## src/rtl/direccion_serpiente_fifo.sv

```systemverilog
// Snake direction controller: queues button directions, applies one per tick.
// Ports: clk, rst (async high); cmd_valid/cmd in; accion, step, paused,
// q_full, drop out. Define SNAKE_REVERSE_EN to allow reversing commands.
module direccion_serpiente_fifo #(
    parameter int TICK_CYCLES = 50000000,
    parameter int QUEUE_DEPTH = 2,
    parameter int START_DIR   = 0
) (
    input  logic       clk,
    input  logic       rst,
    input  logic       cmd_valid,
    input  logic [2:0] cmd,
    output logic [2:0] accion,
    output logic       step,
    output logic       paused,
    output logic       q_full,
    output logic       drop
);
    localparam int PW = (QUEUE_DEPTH > 1) ? $clog2(QUEUE_DEPTH) : 1;
    localparam int CW = $clog2(QUEUE_DEPTH + 1);
    localparam int TW = $clog2(TICK_CYCLES);
    localparam logic [PW-1:0] P_LAST  = PW'(QUEUE_DEPTH - 1);
    localparam logic [CW-1:0] C_FULL  = CW'(QUEUE_DEPTH);
    localparam logic [TW-1:0] T_LAST  = TW'(TICK_CYCLES - 1);
    localparam logic [2:0]    D_START = 3'(START_DIR);

    typedef enum logic [1:0] {INICIO, MOVER, PAUSA} state_t;

    state_t        r_state;
    state_t        w_state_nx;
    logic [2:0]    r_q [QUEUE_DEPTH];
    logic [PW-1:0] r_head;
    logic [PW-1:0] r_tail;
    logic [CW-1:0] r_count;
    logic [TW-1:0] r_cnt;
    logic [2:0]    r_dir;
    logic [2:0]    r_accion;
    logic          r_step;
    logic          r_paused;
    logic          r_qfull;
    logic          r_drop;

    logic [PW-1:0] w_tail_last;
    logic [2:0]    w_ref;
    logic          w_is_move;
    logic          w_is_pause;
    logic          w_is_bad;
    logic          w_tick;
    logic          w_do_pause;
    logic          w_do_resume;
    logic          w_advance;
    logic          w_pop;
    logic [2:0]    w_new_dir;
    logic          w_same;
    logic          w_opp;
    logic          w_full;
    logic          w_push;
    logic          w_reject;
    logic [CW-1:0] w_count_nx;
    logic [2:0]    w_dir_nx;
    logic [2:0]    w_accion_nx;
    logic          w_step_nx;

    // Newest queued direction is the reference for no-op/reverse checks.
    assign w_tail_last = (r_tail == '0) ? P_LAST : r_tail - 1'b1;
    assign w_ref       = (r_count != '0) ? r_q[w_tail_last] : r_dir;

    assign w_is_move   = cmd_valid && (cmd >= 3'd1) && (cmd <= 3'd4);
    assign w_is_pause  = cmd_valid && (cmd == 3'd5);
    assign w_is_bad    = cmd_valid && (cmd[2:1] == 2'b11);

    assign w_tick      = (r_state != PAUSA) && (r_cnt == T_LAST);
    assign w_do_pause  = w_is_pause && (r_state == MOVER);
    assign w_do_resume = w_is_pause && (r_state == PAUSA);
    // A pause request beats a coinciding tick.
    assign w_advance   = w_tick && !w_do_pause;
    assign w_pop       = w_advance && (r_count != '0);
    assign w_new_dir   = w_pop ? r_q[r_head] : r_dir;

    assign w_same = (w_ref == cmd);
`ifdef SNAKE_REVERSE_EN
    assign w_opp  = 1'b0;
`else
    assign w_opp  = ((w_ref == 3'd1) && (cmd == 3'd2)) ||
                    ((w_ref == 3'd2) && (cmd == 3'd1)) ||
                    ((w_ref == 3'd3) && (cmd == 3'd4)) ||
                    ((w_ref == 3'd4) && (cmd == 3'd3));
`endif
    // A pop in the same cycle frees a slot for the incoming push.
    assign w_full   = (r_count == C_FULL) && !w_pop;
    assign w_push   = w_is_move && (r_state != PAUSA) &&
                      !w_same && !w_opp && !w_full;
    assign w_reject = w_is_bad || (w_is_move && !w_push);

    assign w_count_nx = r_count + CW'(w_push) - CW'(w_pop);

    always_comb begin
        w_state_nx  = r_state;
        w_dir_nx    = r_dir;
        w_accion_nx = r_accion;
        w_step_nx   = 1'b0;
        if (w_do_pause) begin
            w_state_nx  = PAUSA;
            w_accion_nx = 3'd0;
        end else if (w_do_resume) begin
            w_state_nx  = MOVER;
            w_accion_nx = r_dir;
        end else if (w_advance) begin
            w_dir_nx = w_new_dir;
            if (w_new_dir != 3'd0) begin
                w_state_nx  = MOVER;
                w_accion_nx = w_new_dir;
                w_step_nx   = 1'b1;
            end
        end
    end

    always_ff @(posedge clk or posedge rst) begin
        if (rst) begin
            r_state <= (D_START == 3'd0) ? INICIO : MOVER;
        end else begin
            r_state <= w_state_nx;
        end
    end

    always_ff @(posedge clk or posedge rst) begin
        if (rst) begin
            r_dir    <= D_START;
            r_accion <= D_START;
            r_step   <= 1'b0;
            r_paused <= 1'b0;
            r_qfull  <= 1'b0;
            r_drop   <= 1'b0;
            r_count  <= '0;
            r_head   <= '0;
            r_tail   <= '0;
            r_cnt    <= '0;
        end else begin
            r_dir    <= w_dir_nx;
            r_accion <= w_accion_nx;
            r_step   <= w_step_nx;
            r_paused <= (w_state_nx == PAUSA);
            r_qfull  <= (w_count_nx == C_FULL);
            r_drop   <= w_reject;
            r_count  <= w_count_nx;
            if (w_pop) begin
                r_head <= (r_head == P_LAST) ? '0 : r_head + 1'b1;
            end
            if (w_push) begin
                r_tail <= (r_tail == P_LAST) ? '0 : r_tail + 1'b1;
            end
            if (w_do_resume) begin
                r_cnt <= '0;
            end else if (r_state != PAUSA) begin
                r_cnt <= (r_cnt == T_LAST) ? '0 : r_cnt + 1'b1;
            end
        end
    end

    always_ff @(posedge clk or posedge rst) begin
        if (rst) begin
            for (int i = 0; i < QUEUE_DEPTH; i++) begin
                r_q[i] <= 3'd0;
            end
        end else if (w_push) begin
            r_q[r_tail] <= cmd;
        end
    end

    assign accion = r_accion;
    assign step   = r_step;
    assign paused = r_paused;
    assign q_full = r_qfull;
    assign drop   = r_drop;
endmodule
```

## config.mk

```make
export PLATFORM = sky130hd
export DESIGN_NAME = direccion_serpiente_fifo
export DESIGN_NICKNAME = d
export VERILOG_FILES = /design/src/rtl/direccion_serpiente_fifo.sv
export SDC_FILE = /design/constraint.sdc
export NUM_CORES = 1
export LEC_CHECK = 0
export CORE_ASPECT_RATIO = 0.7
export CORE_MARGIN = 8
export CORE_UTILIZATION = 50
export CTS_CLUSTER_SIZE = 10
export DETAILED_ROUTE_END_ITERATION = 10
export PLACE_DENSITY = 0.74
export SYNTH_ARGS = -nofsm -noshare
export SYNTH_HDL_FRONTEND = slang
export SYNTH_SLANG_ARGS = --single-unit
```

## constraint.sdc

```tcl
create_clock -name clk -period 8 [get_ports clk]
set_input_delay 1.6 -clock clk [delete_from_list [all_inputs] [get_ports clk]]
set_output_delay 1.6 -clock clk [all_outputs]
set_load 0.02 [all_outputs]
```

==> summary.txt, run 1 <==
Outcome
  – Status: finished, final reports clean

Power and ir drop
  – Logic pwr share: 0.406
  – LEAKAGE: roughly 1.3 nW
  – Pwr dens: roughly 300 nW/um^2
  – Cell Int Power: slightly below 0.6 mW
  – Flop pwr share: 0.398
  – VDD IR-drop max: about 140 uV
  – Net Sw Frac: 0.401
  – Power, Total: a little under 1 mW
  – Clock network power share: 0.196
  – Net Switching: roughly 0.39 mW

Cells and area
  – Post-route design area: 3160 sq um
  – Layout fillers: approximately 520
  – Diode count: 0
  – Layout cells sized above 1: 0.0802
  – Commonest cells after routing, fill and taps aside: dfrtp_1, o21ai_0, nand2_1, nor2_1, nand3_1
  – Final net count: around 330
  – Commonest non-fill, non-tap cell in the layout: dfrtp_1
  – Area growth, synth to finish: 9.41%
  – Post-layout util: 0.560

Floorplanning
  – Die height: between 70 and 80 um
  – Starting Density: 0.512
  – Row cnt: 23
  – CORE AREA: about 5600 sq um
  – Die X-Extent: 107 um
  – Die area: about 8500 sq um
  – Top Ports: 13

Critical path
  – CP max-delay cell: clkdlybuf4s50_1
  – Setup CP Type: in -> reg
  – CP Launch Point: cmd[1]
  – CP cell instances: clkdlybuf4s50_1 -> nand4b_1 -> nor2_1 -> a21o_1 -> a221oi_4 -> nand2_1 -> ha_1 -> inv_1 -> ha_1 -> xnor2_1 -> xnor2_1 -> nor2b_1
  – Crit path required time: 8.23 ns
  – CP max stage delay: just over 0.6 ns
  – Worst R2R Path Depth: 12
  – Reg2reg end: q_full
  – Reg2reg start: r_cnt[0]
  – Worst EP arrival: 4.39 ns
  – CP Launch Type: primary input
  – Setup crit end: q_full
  – Worst reg2reg setup slack: ~5.0 ns
  – CP endpoint kind: flip-flop
  – Crit-path max FO: 9

Place
  – Port Buffers: 12
  – Placed inst area: between 3000 and 4000 sq um
  – Final HPWL DP: between 4 and 5 mm
  – Routability cong.: 0.902

Yosys
  – Cells after Synth: between 300 and 400
  – Mean post-synth cell area: 8.99 sq um
  – Yosys warnings: 0
  – Cell Area, Synth: 2890 sq um
  – #FFs+latches synth: 48
  – FFs w/ async S/R, synth: 1.00
  – EDFF count, synth: 0
  – Main flop type after synthesis: dfrtp_1
  – Synth Net Count: 330
  – Sequential share of the synthesized area: 0.416
  – Library cells used by synthesis: 57

Timing
  – Final setup vio count: 0
  – Worst Max-Slew Pin Slew: about 1.1 ns
  – Final hold violations: 0
  – Max Slew Vio Count: 0
  – RSZ-0062 raised after global routing: false
  – Post-route clock period utilization: 0.520
  – TNS Setup: 0 ns
  – Worst Clk Skew: 0.00590 ns
  – Clock period minus worst slack: between 4 and 5 ns
  – Max_slew headroom: 0.248
  – FMAX: ~240 MHz

Global route
  – GRT overflow: 0
  – First-pass GRT wire length: roughly 11 mm
  – Largest net degree at the start of global routing: 49
  – Number of global-route vias before repair: around 2,300
  – GRT Total Usage: 0.161
  – Initial antenna violation count: 0

Routing
  – Vias per cell: approximately 6.3
  – Total wire length: around 6.5 mm
  – DRC violations left: 0
  – Pre-Repair DR Iteration Count: 4
  – Antenna viol nets, final: 0
  – Vias: 2,506
  – Drt wl/cell: around 16 um
  – DRC marker count from the first detailed-route iteration: 211

Run
  – Max_cap viols: 0

Clock network
  – Latest clock arrival within the worst-skew pair: just under 0.3 ns
  – PostCTS Resize Cnt: 0
  – CTS sink cnt: 48
  – Reg clk slew, reported paths: 0.09 ns
  – CTS tree: yes
  – # hold bufs at CTS: 0
  – Setup bufs post-CTS: 0
  – Root buffer cell: clkbuf_8
  – CTS buffer count: 5
  – H-tree Lvls: 2
  – Maximum clock path buffer count: 2

Min path
  – Hold Crit Class: reg -> reg
## per-stage QoR
step                      worst slack (ns)  hold WS, ns  instances
final                                 3.84        0.495        399
after global placement                3.69        0.467        391
after floorplan                       4.30        0.439        321
after detailed placement              3.54        0.475        391
after CTS                             3.85        0.487        399
after global routing                  3.70        0.501        399
## worst min path at each step
stage	startpoint	end	slack (ns)	cells past startpoint
global route	r_cnt[25]	r_cnt[25]	0.50	1
floorplan	r_cnt[25]	r_cnt[25]	0.44	1
detailed placement	r_cnt[25]	r_cnt[25]	0.48	1
CTS	r_cnt[25]	r_cnt[25]	0.49	1
global placement	r_cnt[25]	r_cnt[25]	0.47	1
finish	r_cnt[25]	r_cnt[25]	0.49	1
## cell type report
| type | instances | area [sq um] | share of cell area |
|---|---|---|---|
| clock buffer | 7 | 96.3 | 0.0305 |
| clock inverter | 1 | 30.0 | 0.00951 |
| inverter | 4 | 15.0 | 0.00476 |
| multi-input combinational | 251 | 1590 | 0.505 |
| sequential | 48 | 1200 | 0.380 |
| tap | 75 | 93.8 | 0.0297 |
| timing repair buffer | 13 | 128 | 0.0404 |
## metal layers
metal / global-route usage / vias up / part of all wire
met1: 0.245 / 1198 / 0.51
met3: 0.0460 / 4 / 0.089
met4: 0.0308 / 0 / 0.0055
met2: 0.218 / 111 / 0.39
met5: 0 / - / 0
li1: - / 1193 / -
## state kept, by name, summed over array words and instances (netlist names)
| name | count |
|---|---|
| r_cnt | 26 |
| r_q | 6 |
| accion | 3 |
| r_dir | 3 |
| r_count | 2 |
| r_state | 2 |
| drop | 1 |
| paused | 1 |
| q_full | 1 |
| r_head | 1 |
| r_tail | 1 |
| step | 1 |
## Yosys cell counts, drive strengths merged (2+ instances only)
cell,count,area share
or2,5,0.012
a221oi,4,0.018
dfrtp,48,0.42
nand3b,2,0.0065
a32oi,2,0.0061
clkbuf,11,0.015
and4b,2,0.0069
and4,3,0.0091
nand2,40,0.052
xnor2,5,0.015
nand2b,3,0.0065
nand4b,2,0.0061
o31ai,6,0.016
and3,5,0.011
a211oi,2,0.0052
nor2,23,0.030
nand4,6,0.018
nor3,8,0.014
buf,7,0.012
mux2i,7,0.024
a32o,2,0.0069
nand3,16,0.029
ha,3,0.013
xor2,3,0.0091
mux2,8,0.035
nor4,6,0.023
a31oi,11,0.024
o21ai,42,0.073
nor2b,7,0.015
inv,4,0.0052
a21oi,11,0.019
and2,2,0.0043
o21a,2,0.0052
## cells by family after synthesis
group	after synthesis	share of synthesized area
xor gates and xnor gates	8	0.0243
muxes	15	0.0594
adders and majority gates	3	0.0130
DFF	48	0.416
buffers and inverters	22	0.0317
AOI/OAI and AO/OA	93	0.206
and+or+nand+nor	132	0.249
## power by group through the flow
stage	Clock (mW)	Sequential (mW)	Combinational [mW]
global placement	0	0.385	0.383
global route	0.207	0.397	0.434
detailed placement	0	0.386	0.390
floorplan	0	0.366	0.302
finish	0.189	0.385	0.392
CTS	0.194	0.382	0.391
## critical path: cells and delay by family
| family | cells | cell delay (ns) |
|---|---|---|
| and+or+nand+nor | 4 | 0.78 |
| buffers and inverters | 2 | 0.65 |
| AOI/OAI and AO/OA | 2 | 0.53 |
| adders and majority gates | 2 | 0.49 |
| xor gates and xnor gates | 2 | 0.34 |
(Power assumes the default switching activity.)
==> run 2, diff against run 1 <==
clock period = 4.3 ns   (was 8 ns; I/O delays follow)
==> run 2 against run 1 <==
Largest cell class unchanged. Utilization increased by 0.13 points. Largest power group unchanged. Highest routed layer unchanged. Critical path type unchanged. Register-to-register slack got worse by 3.7 ns. First-iteration DRC count decreased by 14%. Worst setup slack got worse by 3.0 ns.
==> summary.txt, run 2 (synthesized netlist as in run 1, its figures left out) <==
Place
  – Setup WS pre-CTS: 0.598 ns (-2.94 ns)
  – Final HPWL DP: 4.75 mm (+2.0%)
  – Cells after DPL: 392 (+0.26%)
  – Placed inst area: 3040 sq um (+0.25%)
  – Routability cong.: 0.899 (-0.29%)
  – Port Buffers: 12 (unchanged)

Clock network
  – Root buffer cell: clkbuf_8
  – PostCTS Resize Cnt: 0 (unchanged)
  – Reg clk slew, reported paths: 0.09 ns (about the same)
  – Maximum clock path buffer count: 2 (unchanged)
  – # hold bufs at CTS: 0 (unchanged)
  – H-tree Lvls: 2 (unchanged)
  – Latest clock arrival within the worst-skew pair: 0.30 ns (about the same)
  – CTS tree: yes
  – CTS sink cnt: 48 (unchanged)
  – Setup bufs post-CTS: 0 (unchanged)
  – CTS buffer count: 5 (unchanged)

Floorplanning
  – CORE AREA: 5640 sq um (unchanged)
  – Row cnt: 23 (unchanged)
  – Top Ports: 13 (unchanged)
  – Die X-Extent: 107 um (unchanged)
  – Die height: 79.6 um (unchanged)
  – Die area: 8500 sq um (unchanged)
  – Starting Density: 0.512 (unchanged)

Cells and area
  – Non-filler cells, final: 400 (+0.25%)
  – Area growth, synth to finish: 9.67%
  – Final net count: 333 (+0.30%)
  – Diode count: 0 (unchanged)
  – Biggest regs: r_cnt x26, r_q x6
  – Layout cells sized above 1: 0.0831 (+0.00283)
  – Reg with most FFs: r_cnt
  – Post-layout util: 0.561 (+0.00133)
  – Multi-input gate area: 1590 sq um (unchanged)
  – Register Area: 1200 sq um (unchanged)
  – Commonest non-fill, non-tap cell in the layout: dfrtp_1
  – Layout fillers: 510 (-2.7%)
  – Max FFs per register: 26 (unchanged)
  – Post-route design area: 3160 sq um (+0.24%)
  – Commonest cells after routing, fill and taps aside: dfrtp_1, o21ai_0, nand2_1, nor2_1, nand3_1

Critical path
  – CP delay by family, top: simple AND/OR/NAND/NOR gates
  – Setup CP Type: in -> reg
  – CP max-delay cell: clkdlybuf4s50_1
  – CP Launch Type: primary input
  – CP cell instances: clkdlybuf4s50_1 -> nand4b_1 -> nor2_1 -> a21o_1 -> a221oi_4 -> nand2_1 -> ha_1 -> inv_1 -> ha_1 -> xnor2_1 -> xnor2_1 -> nor2b_1
  – Crit path required time: 4.53 ns (-3.70 ns)
  – Worst path bufs/invs: 2 (unchanged)
  – Worst EP arrival: 3.66 ns (-0.73 ns)
  – Reg2reg start: r_cnt[0]
  – CP max stage delay: 0.61 ns (about the same)
  – Worst R2R Path Depth: 12 (unchanged)
  – CP endpoint kind: flip-flop
  – Crit-path max FO: 9 (unchanged)
  – Worst reg2reg setup slack: 1.29 ns (-3.69 ns)
  – Reg2reg end: q_full

Timing
  – Post-route clock period utilization: 0.798
  – Worst Max-Slew Pin Slew: 1.19 ns (+0.0628 ns)
  – Fin Hold WS: 0.501 ns (+0.00625 ns)
  – Worst setup slack after layout: 0.867 ns (-2.97 ns)
  – Final setup vio count: 0 (unchanged)
  – TNS Setup: 0 ns (unchanged)
  – RSZ-0062 raised after global routing: false
  – Max_slew headroom: 0.206 (-0.0420)
  – Worst Clk Skew: 0.0126 ns (+0.00666 ns)
  – Clock period minus worst slack: between 3 and 4 ns
  – FMAX: between 200 and 300 MHz
  – Max Slew Vio Count: 0 (unchanged)
  – Final hold violations: 0 (unchanged)

Routing
  – Pre-Repair DR Iteration Count: 5 (+1)
  – Total wire length: 6.67 mm (+2.4%)
  – Vias: 2,490 (-0.64%)
  – Vias per cell: 6.23 (-0.89%)
  – Drt wl/cell: 16.7 um (+2.2%)
  – Antenna viol nets, final: 0 (unchanged)
  – DRC violations left: 0 (unchanged)
  – DRC marker count from the first detailed-route iteration: 181 (-14%)

Min path
  – Hold path depth: 1 (unchanged)
  – Worst Hold Launch: r_cnt[25]
  – Hold Crit Class: reg -> reg
  – Hold endpoint: r_cnt[25]

Global route
  – Number of global-route vias before repair: 2,238 (-2.0%)
  – Largest net degree at the start of global routing: 49 (unchanged)
  – GRT Total Usage: 0.164 (+0.00224)
  – GRT overflow: 0 (unchanged)
  – Initial antenna violation count: 0 (unchanged)
  – First-pass GRT wire length: 11.2 mm (-0.72%)

Power and ir drop
  – LEAKAGE: 1.27 nW (+0.43%)
  – Power, Total: 1.82 mW (+88%)
  – Pwr dens: 575 nW/um^2 (+88%)
  – VDD IR-drop max: 237 uV (+65%)

Run
  – Max_cap viols: 0 (unchanged)

Outcome
  – Status: finished, final reports clean
## run 2: cell types whose count changed in the layout (fill, tap and decap cells not counted)
cell | before | now
buf_4 | 1 | 2
## run 2: area by class of cell
class,count,share of cell area
Clock buffer,7,0.0304
Clock inverter,1,0.00949
Inverter,4,0.00474
Multi-Input combinational cell,251,0.503
Sequential cell,48,0.380
Tap cell,75,0.0297
Timing Repair Buffer,14,0.0427
## run 2: how the worst max path moves through the flow
| stage | from | end | slack (ns) | cells past startpoint |
|---|---|---|---|---|
| final | cmd[1] | q_full | 0.87 | 12 |
| after detailed placement | cmd[1] | q_full | 0.60 | 12 |
| after CTS | cmd[1] | q_full | 0.89 | 12 |
| after global placement | cmd[1] | q_full | 0.73 | 12 |
| after global routing | cmd[1] | q_full | 0.67 | 12 |
| after floorplan | cmd[1] | q_full | 1.34 | 12 |
## run 2: power breakdown
part / switching [mW] / internal [mW] / leakage, nW / total (mW)
Combinational: 0.430 / 0.308 / 0.594 / 0.738
Clock: 0.149 / 0.205 / 0.0645 / 0.354
Sequential: 0.164 / 0.563 / 0.608 / 0.726
## run 2: worst reg2reg max path, cell delays in order (launching register included)
cell and delay, ns:
dfrtp_1 0.39, ha_1 0.21, and3_1 0.34, nand4_4 0.16, or2_4 0.31, a221oi_4 0.36, nand2_1 0.15, ha_1 0.30
inv_1 0.03, ha_1 0.17, xnor2_1 0.21, xnor2_1 0.16, nor2b_1 0.14
## run 2: routing by layer
metal / global-route usage / wire, um
met1: 0.254 / 3480
met2: 0.217 / 2660
met3: 0.0379 / 483
met4: 0.0420 / 42
met5: 0 / 0
==> run 3, diff against run 2 <==
PLACE_DENSITY = 0.77   (was 0.74)
clock period = 3.1 ns   (was 4.3 ns; I/O delays follow)
==> run 3 against run 2 <==
Clock skew is 0.0072 ns lower. Utilization is 0.60 points higher. First-iteration DRC count is 6.1% higher. Sequential share of layout area is 0.40 points lower. Power is 32% higher. Largest cell class unchanged. Combinational power is 44% higher. Highest routed layer unchanged. Sequential cell count stayed put. Via count is 1.7% higher. Non-clock buffer count is 11 higher. Sequential power is 37% higher. Die area stayed put.
==> summary.txt, run 3 (synthesized netlist as in run 1, its figures left out) <==
Routing
  – Pre-Repair DR Iteration Count: 5 (unchanged)
  – DRC violations left: 0 (unchanged)
  – Total wire length: 6.80 mm (+1.9%)
  – Antenna viol nets, final: 0 (unchanged)
  – DRC marker count from the first detailed-route iteration: 192 (+6.1%)
  – Vias: 2,533 (+1.7%)
  – Drt wl/cell: 16.6 um (-0.61%)
  – Vias per cell: 6.18 (-0.75%)

Critical path
  – CP endpoint kind: flip-flop
  – CP cell instances: ha_1 -> and3_1 -> nand4_4 -> or2_4 -> a221oi_4 -> nand2_1 -> ha_1 -> inv_1 -> ha_1 -> xnor2_1 -> xnor2_1 -> nor2b_1
  – Reg2reg start: r_cnt[0]
  – Worst reg2reg setup slack: 0.22 ns (-1.07 ns)
  – Setup CP Type: reg -> reg
  – Crit-path max FO: 5 (-4)
  – CP max-delay cell: dfrtp_1
  – Crit path required time: 3.33 ns (-1.20 ns)
  – Worst R2R Path Depth: 12 (unchanged)
  – Worst path bufs/invs: 1 (-1)
  – Worst EP arrival: 3.10 ns (-0.56 ns)
  – CP max stage delay: 0.39 ns (-0.22 ns)
  – CP Launch Type: flip-flop
  – Most common cell on crit path: ha_1
  – CP delay by family, top: simple AND/OR/NAND/NOR gates
  – Reg2reg end: q_full

Clock network
  – Latest clock arrival within the worst-skew pair: 0.29 ns (about the same)
  – # hold bufs at CTS: 0 (unchanged)
  – Reg clk slew, reported paths: 0.08 ns (about the same)
  – CTS buffer count: 5 (unchanged)
  – H-tree Lvls: 2 (unchanged)
  – Maximum clock path buffer count: 2 (unchanged)
  – CTS sink cnt: 48 (unchanged)
  – PostCTS Resize Cnt: 0 (unchanged)
  – Root buffer cell: clkbuf_8
  – CTS tree: yes
  – Setup bufs post-CTS: 0 (unchanged)

Floorplanning
  – Top Ports: 13 (unchanged)
  – Die X-Extent: 107 um (unchanged)
  – Row cnt: 23 (unchanged)
  – Die height: 79.6 um (unchanged)
  – CORE AREA: 5640 sq um (unchanged)
  – Die area: 8500 sq um (unchanged)
  – Starting Density: 0.512 (unchanged)

Place
  – Routability cong.: 0.893 (-0.67%)
  – Port Buffers: 12 (unchanged)
  – Final HPWL DP: 5.09 mm (+7.1%)

Cells and area
  – Post-layout util: 0.567 (+0.00599)
  – Diode count: 0 (unchanged)
  – Reg with most FFs: r_cnt
  – Commonest non-fill, non-tap cell in the layout: dfrtp_1
  – Biggest regs: r_cnt x26, r_q x6
  – Final net count: 344 (+3.3%)
  – Area growth, synth to finish: 10.8%
  – Max FFs per register: 26 (unchanged)
  – Layout cells sized above 1: 0.107 (+0.0244)
  – Commonest cells after routing, fill and taps aside: dfrtp_1, o21ai_0, nand2_1, nor2_1, nand3_1

Global route
  – First-pass GRT wire length: 11.6 mm (+3.4%)
  – GRT Total Usage: 0.167 (+0.00323)
  – Largest net degree at the start of global routing: 31 (-37%)
  – Initial antenna violation count: 0 (unchanged)
  – GRT overflow: 0 (unchanged)
  – Number of global-route vias before repair: 2,309 (+3.2%)

Min path
  – Hold Crit Class: reg -> reg
  – Hold endpoint: r_cnt[25]
  – Worst Hold Launch: r_cnt[25]
  – Hold path depth: 1 (unchanged)

Timing
  – Post-route clock period utilization: 0.928
  – Worst Max-Slew Pin Slew: 1.20 ns (+0.0170 ns)
  – FMAX: between 300 and 400 MHz
  – Final setup vio count: 0 (unchanged)
  – Worst Clk Skew: 0.00538 ns (-0.00718 ns)
  – Final hold violations: 0 (unchanged)
  – Clock period minus worst slack: about 2.9 ns
  – Max Slew Vio Count: 0 (unchanged)
  – TNS Setup: 0 ns (unchanged)
  – Max_slew headroom: 0.195 (-0.0114)
  – RSZ-0062 raised after global routing: false

Power and ir drop
  – Flop pwr share: 0.413 (+0.014)
  – Cell Int Power: 1.39 mW (+29%)
  – Net Sw Frac: 0.421 (+0.0127)
  – VDD IR-drop max: 377 uV (+59%)
  – Net Switching: 1.01 mW (+36%)
  – Clock network power share: 0.144 (-0.051)
  – LEAKAGE: 1.30 nW (+2.4%)
  – Pwr dens: 751 nW/um^2 (+31%)
  – Logic pwr share: 0.443 (+0.037)

Outcome
  – Status: finished, final reports clean

Run
  – Max_cap viols: 0 (unchanged)
run 3: cell types whose count changed in the layout (fill, tap and decap cells not counted), sizes merged:
cell    before  now
buf          2   13
bufinv       1    0
clkbuf       7    6
clkinv       0    1
run 3: final cells by class:
| class | count | area (sq um) |
|---|---|---|
| Fill cell | 508 | 2440 |
| Multi-Input combinational cell | 251 | 1590 |
| Sequential cell | 48 | 1200 |
| Timing Repair Buffer | 25 | 218 |
| Tap cell | 75 | 93.8 |
| Clock buffer | 6 | 72.6 |
| Inverter | 4 | 15.0 |
| Clock inverter | 1 | 5.00 |
run 3: how the worst max path moves through the flow:
stage,startpoint,endpoint,cells past startpoint
after global placement,cmd[1],q_full,11
final,r_cnt[0],q_full,12
after detailed placement,cmd[1],q_full,11
after floorplan,cmd[1],q_full,12
after CTS,r_cnt[0],q_full,12
after global routing,r_cnt[0],q_full,12
run 3: routing by layer:
| layer | part of all wire | up-vias | global-route usage |
|---|---|---|---|
| li1 | - | 1214 | - |
| met1 | 0.49 | 1191 | 0.241 |
| met2 | 0.41 | 118 | 0.232 |
| met3 | 0.094 | 10 | 0.0597 |
| met4 | 0.0093 | 0 | 0.0322 |
| met5 | 0 | - | 0 |
run 3: per-stage QoR:
step / hold WS (ns) / setup WS [ns] / instance area, sq um / instances / power, mW
floorplan: 0.439 / 0.384 / 2890 / 321 / 1.72
global placement: 0.466 / 0.120 / 3120 / 403 / 2.01
detailed placement: 0.491 / 0.0450 / 3120 / 403 / 2.04
CTS: 0.499 / 0.213 / 3200 / 410 / 2.39
global route: 0.523 / 0.0286 / 3200 / 410 / 2.59
finish: 0.508 / 0.222 / 3200 / 410 / 2.40
run 3: power by group through the flow:
stage / clock network, mW / logic, mW / registers (mW)
detailed placement: 0 / 1.04 / 1.00
global placement: 0 / 1.02 / 0.990
global route: 0.392 / 1.18 / 1.02
finish: 0.346 / 1.06 / 0.992
floorplan: 0 / 0.779 / 0.944
CTS: 0.357 / 1.05 / 0.988
